File: src/rtl/mem_1w1r_pkg.sv
// rtl/mem_1w1r_pkg.sv - collision-mode constants for mem_1w1r
package mem_1w1r_pkg;

  localparam int BYPASS_OLD = 0;  // same-address read returns the pre-write word
  localparam int BYPASS_NEW = 1;  // same-address read returns the word being written

endpackage

File: src/rtl/mem_1w1r.sv
// rtl/mem_1w1r.sv - simple dual-port RAM, one write port, one registered read port
module mem_1w1r
  import mem_1w1r_pkg::*;
#(
  parameter int ELEMENTS_W = 4,
  parameter int WIDTH      = 8,
  parameter int BYPASS     = BYPASS_OLD
) (
  input  logic                  clk,
  input  logic                  rst_n,
  input  logic                  read,
  input  logic [ELEMENTS_W-1:0] readaddress,
  output logic [WIDTH-1:0]      readdata,
  input  logic                  write,
  input  logic [ELEMENTS_W-1:0] writeaddress,
  input  logic [WIDTH-1:0]      writedata
);

  localparam int DEPTH = 1 << ELEMENTS_W;

  logic [WIDTH-1:0] mem_q [DEPTH];
  logic [WIDTH-1:0] readdata_q;
  logic [WIDTH-1:0] readdata_d;
  logic             collide;

  // Array has no reset; writes are only blocked while reset is held.
  always_ff @(posedge clk) begin
    if (rst_n && write) begin
      mem_q[writeaddress] <= writedata;
    end
  end

  assign collide = write && (writeaddress == readaddress);

  always_comb begin
    readdata_d = readdata_q;
    if (read) begin
      if ((BYPASS == BYPASS_NEW) && collide) begin
        readdata_d = writedata;
      end else begin
        readdata_d = mem_q[readaddress];
      end
    end
  end

  always_ff @(posedge clk or negedge rst_n) begin
    if (!rst_n) begin
      readdata_q <= '0;
    end else begin
      readdata_q <= readdata_d;
    end
  end

  assign readdata = readdata_q;

`ifdef MEM_1W1R_DEBUG
  always @(posedge clk) begin
    if (rst_n === 1'b1) begin
      assert (!$isunknown({read, write})) else $error("mem_1w1r: X/Z on read/write");
      assert (!(read && $isunknown(readaddress))) else $error("mem_1w1r: X on readaddress");
      assert (!(write && $isunknown(writeaddress))) else $error("mem_1w1r: X on writeaddress");
    end else if (rst_n !== 1'b0) begin
      assert (0) else $error("mem_1w1r: X/Z on rst_n");
    end
  end
`endif

endmodule

File: config.mk
export PLATFORM = sky130hd
export DESIGN_NAME = mem_1w1r
export DESIGN_NICKNAME = d
export VERILOG_FILES = /design/src/rtl/mem_1w1r_pkg.sv /design/src/rtl/mem_1w1r.sv
export SDC_FILE = /design/constraint.sdc
export NUM_CORES = 1
export LEC_CHECK = 0
export BUFFER_PORTS_ARGS = -buffer_cell sky130_fd_sc_hd__buf_4
export CAP_MARGIN = 30
export CORE_UTILIZATION = 46
export CTS_CLUSTER_DIAMETER = 120
export CTS_CLUSTER_SIZE = 40
export DETAILED_ROUTE_END_ITERATION = 16
export PLACE_DENSITY = 0.65
export SLEW_MARGIN = 20
export SYNTH_ARGS = -nofsm -noshare
export SYNTH_HDL_FRONTEND = slang
export SYNTH_SLANG_ARGS = --single-unit
File: constraint.sdc
create_clock -name clk -period 1.2 [get_ports clk]
set_input_delay 0.24 -clock clk [delete_from_list [all_inputs] [get_ports clk]]
set_output_delay 0.24 -clock clk [all_outputs]
set_load 0.01 [all_outputs]
==> run_results.csv <==
group,metric,value,unit
worst_setup_path,cp_slowest_cell,"mux4_2",
worst_setup_path,cp_num_buf_inv,1,
detailed_routing,routed_wl,10.6,mm
global_route,grtUsageTotal,0.198,
clock_network,cts.path.max_buffers,2,
placement,dpl_worst_slack,-0.489,ns
timing,rsz0062_at_grt,"true",
timing,slew_headroom,0.616,
worst_setup_path,cpPeakStageDelay,0.47,ns
timing,finalCritPeriodShare,1.12,
final_layout,fin_cells,477,
synthesis,synth_area_leaders,"edfxtp_1 72%, mux4_2 11%, dfrtp_1 3.8%, mux4_1 3.0%, a221oi_2 2.3%",
final_layout,final_common_cell,"edfxtp_1",
clock_network,cts_root_buffer,"clkbuf_16",
die,fp.dieW,110,microns
timing,maxSlewViolCount,0,
final_layout,antenna_cells,0,
pwr,finalPower,10900,uW
detailed_routing,m1WireLength,4.56,mm
global_route,grt_pass1_wl,15.9,mm
timing,setup_viol_count_final,10,
final_layout,syn2layout_area_growth,29.1,%
placement,gp_congestion,0.720,
global_route,grt_max_degree,17,
detailed_routing,drtAntennaViolNets,0,
die,die_h,110,microns
timing,worst_pin_slew,0.576,ns
synthesis,netlist_area,5340,sq um
detailed_routing,routedWlPerCell,22.1,microns
detailed_routing,firstDrtPassIters,4,
placement,place_inst,441,
worst_setup_path,crit_fanout,1,
clock_network,clk_latency,0.40,ns
synthesis,synth.top_cell.area_share,0.720,
clock_network,cts_buffers,17,
clock_network,cts.htree.levels,4,
die,design.die.area,12000,sq um
worst_setup_path,path_cells,"mux4_2 > mux2i_1 > buf_4 > a221oi_2",
placement,dp.final_hpwl,6.95,mm
worst_setup_path,worstPathArrival,1.60,ns
clock_network,path_clk_slew,0.06,ns
pwr,pwr_density_cell,1580,nW/um^2
final_layout,final_nets,344,
final_layout,layout-drive-gt1-share,0.490,
detailed_routing,drc,0,
synthesis,ys_types,22,
timing,finalClockSkew,0.00390,ns
worst_setup_path,crit_required,1.46,ns
synthesis,synth.net_count,261,
synthesis,yosysTopAreaCell,"edfxtp_1",
timing,fin_crit,1.34,ns
global_route,grt_pass1_vias,2760,
outcome,failed_checks,"negative setup slack",
die,row_count,38,
detailed_routing,vias,2633,
detailed_routing,viasPerCell,5.52,
worst_setup_path,critical_path_class,"register to register",
pwr,peakVddDrop,1.00,mV
synthesis,synthCells,241,
die,start_util,0.482,
detailed_routing,wl_met2,5.25,mm
worst_hold_path,hp-class,"primary input to register",
clock_network,cts_tree,"done",
worst_setup_path,critPathTopFamily,"multiplexers",
timing,worst_hold_slack,0.142,ns
die,io_pins,28,
final_layout,final_cell_mix,"128 x edfxtp_1, 55 x buf_4, 30 x mux4_2",
clock_network,cts.sinks,136,
synthesis,postSynthAreaPerCell,22.1,sq um
synthesis,yosys_register_bits,136,
detailed_routing,highest_layer,"met4",
synthesis,seq_area_frac_synth,0.758,
outcome,status,"finished with violations",
timing,finalSetupTns,-0.775,ns
job,drv_cap,0,
pwr,p_leak,0.00233,uW
detailed_routing,drtIter0Drc,164,
global_route,overflow,0,
die,core,11100,sq um
synthesis,yosysWarnings,0,
worst_setup_path,crit_path_end_kind,"register",
detailed_routing,wl_met3,577,microns
global_route,antenna_found_initial,0,
worst_setup_path,cp-start-kind,"register",
timing,layout_setup_ws,-0.140,ns
placement,portBuffers,27,
timing,fmax,746,MHz
timing,hold_violations,0,
## flip-flops by register name (all words and copies together), names as in the netlist
signal / count
mem_q: 128
readdata: 8
## metrics by stage
stage	utilization	area (sq um)
2_1_floorplan	-	5470
3_3_place_gp	0.565	6250
3_5_place_dp	0.565	6250
4_1_cts	0.621	6880
5_1_grt	0.622	6890
6_report	0.622	6890
## final cells by class
| type | count | area [sq um] |
|---|---|---|
| Clock inverter | 10 | 104 |
| Multi-Input combinational cell | 91 | 1310 |
| Timing Repair Buffer | 78 | 811 |
| Clock buffer | 22 | 444 |
| Tap cell | 140 | 175 |
| Fill cell | 752 | 4190 |
| Sequential cell | 136 | 4040 |
## kinds of logic (layout without fill, tap and decap cells)
| family | after synthesis | after routing | synth area share |
|---|---|---|---|
| flops | 136 | 136 | 0.758 |
| compound gates | 16 | 16 | 0.0331 |
| buf+inv | 14 | 110 | 0.0241 |
| mux | 40 | 40 | 0.154 |
| simple gates | 35 | 35 | 0.0307 |
## final timing paths
| kind | to | startpoint | slack [ns] | depth (start not counted) |
|---|---|---|---|---|
| setup / recovery | readdata[4] | mem_q[3][4] | -0.14 | 4 |
| hold / removal | mem_q[13][6] | writedata[6] | 0.14 | 1 |
| setup reg to reg | readdata[4] | mem_q[3][4] | -0.14 | 4 |
| hold reg to reg | readdata[2] | readdata[2] | 0.58 | 2 |
| max in group asynchronous | readdata[3] | rst_n | 0.68 | 3 |
| min in group asynchronous | readdata[4] | rst_n | 0.38 | 3 |
## synth_stat cells (all sizes together)
| library cell | count |
|---|---|
| buf | 14 |
| mux4 | 32 |
| nand2 | 2 |
| dfrtp | 8 |
| nand4b | 2 |
| or3 | 1 |
| nand4 | 1 |
| or2 | 1 |
| nand2b | 3 |
| mux2i | 8 |
| and2 | 1 |
| nor2 | 20 |
| edfxtp | 128 |
| nor3 | 4 |
| a221oi | 8 |
| o22ai | 8 |
## power breakdown
part           leakage, uW  switching (uW)  internal (uW)
Clock             0.000265            1760           3030
Combinational     0.000820             372            405
Sequential         0.00124            47.1           5280
Total              0.00233            2180           8710
## what timing repair did
item,4_1_cts,5_1_grt
pin swaps,3,3
endpoints found under the hold margin,8,0
setup buffers,3,0
hold buffers,1,0
resized for setup,13,4
endpoints found under the setup margin,13,14
## routing by layer
| metal | GRT usage | vias up |
|---|---|---|
| li1 | - | 1183 |
| met1 | 0.270 | 1361 |
| met2 | 0.305 | 75 |
| met3 | 0.0474 | 14 |
| met4 | 0.0905 | 0 |
| met5 | 0 | - |
## worst reg2reg max path: stages (launching register included)
cell and delay [ns]:
edfxtp_1 0.37, mux4_2 0.47, mux2i_1 0.16, buf_4 0.15, a221oi_2 0.06
No activity file was read; power rests on OpenSTA's default activity.
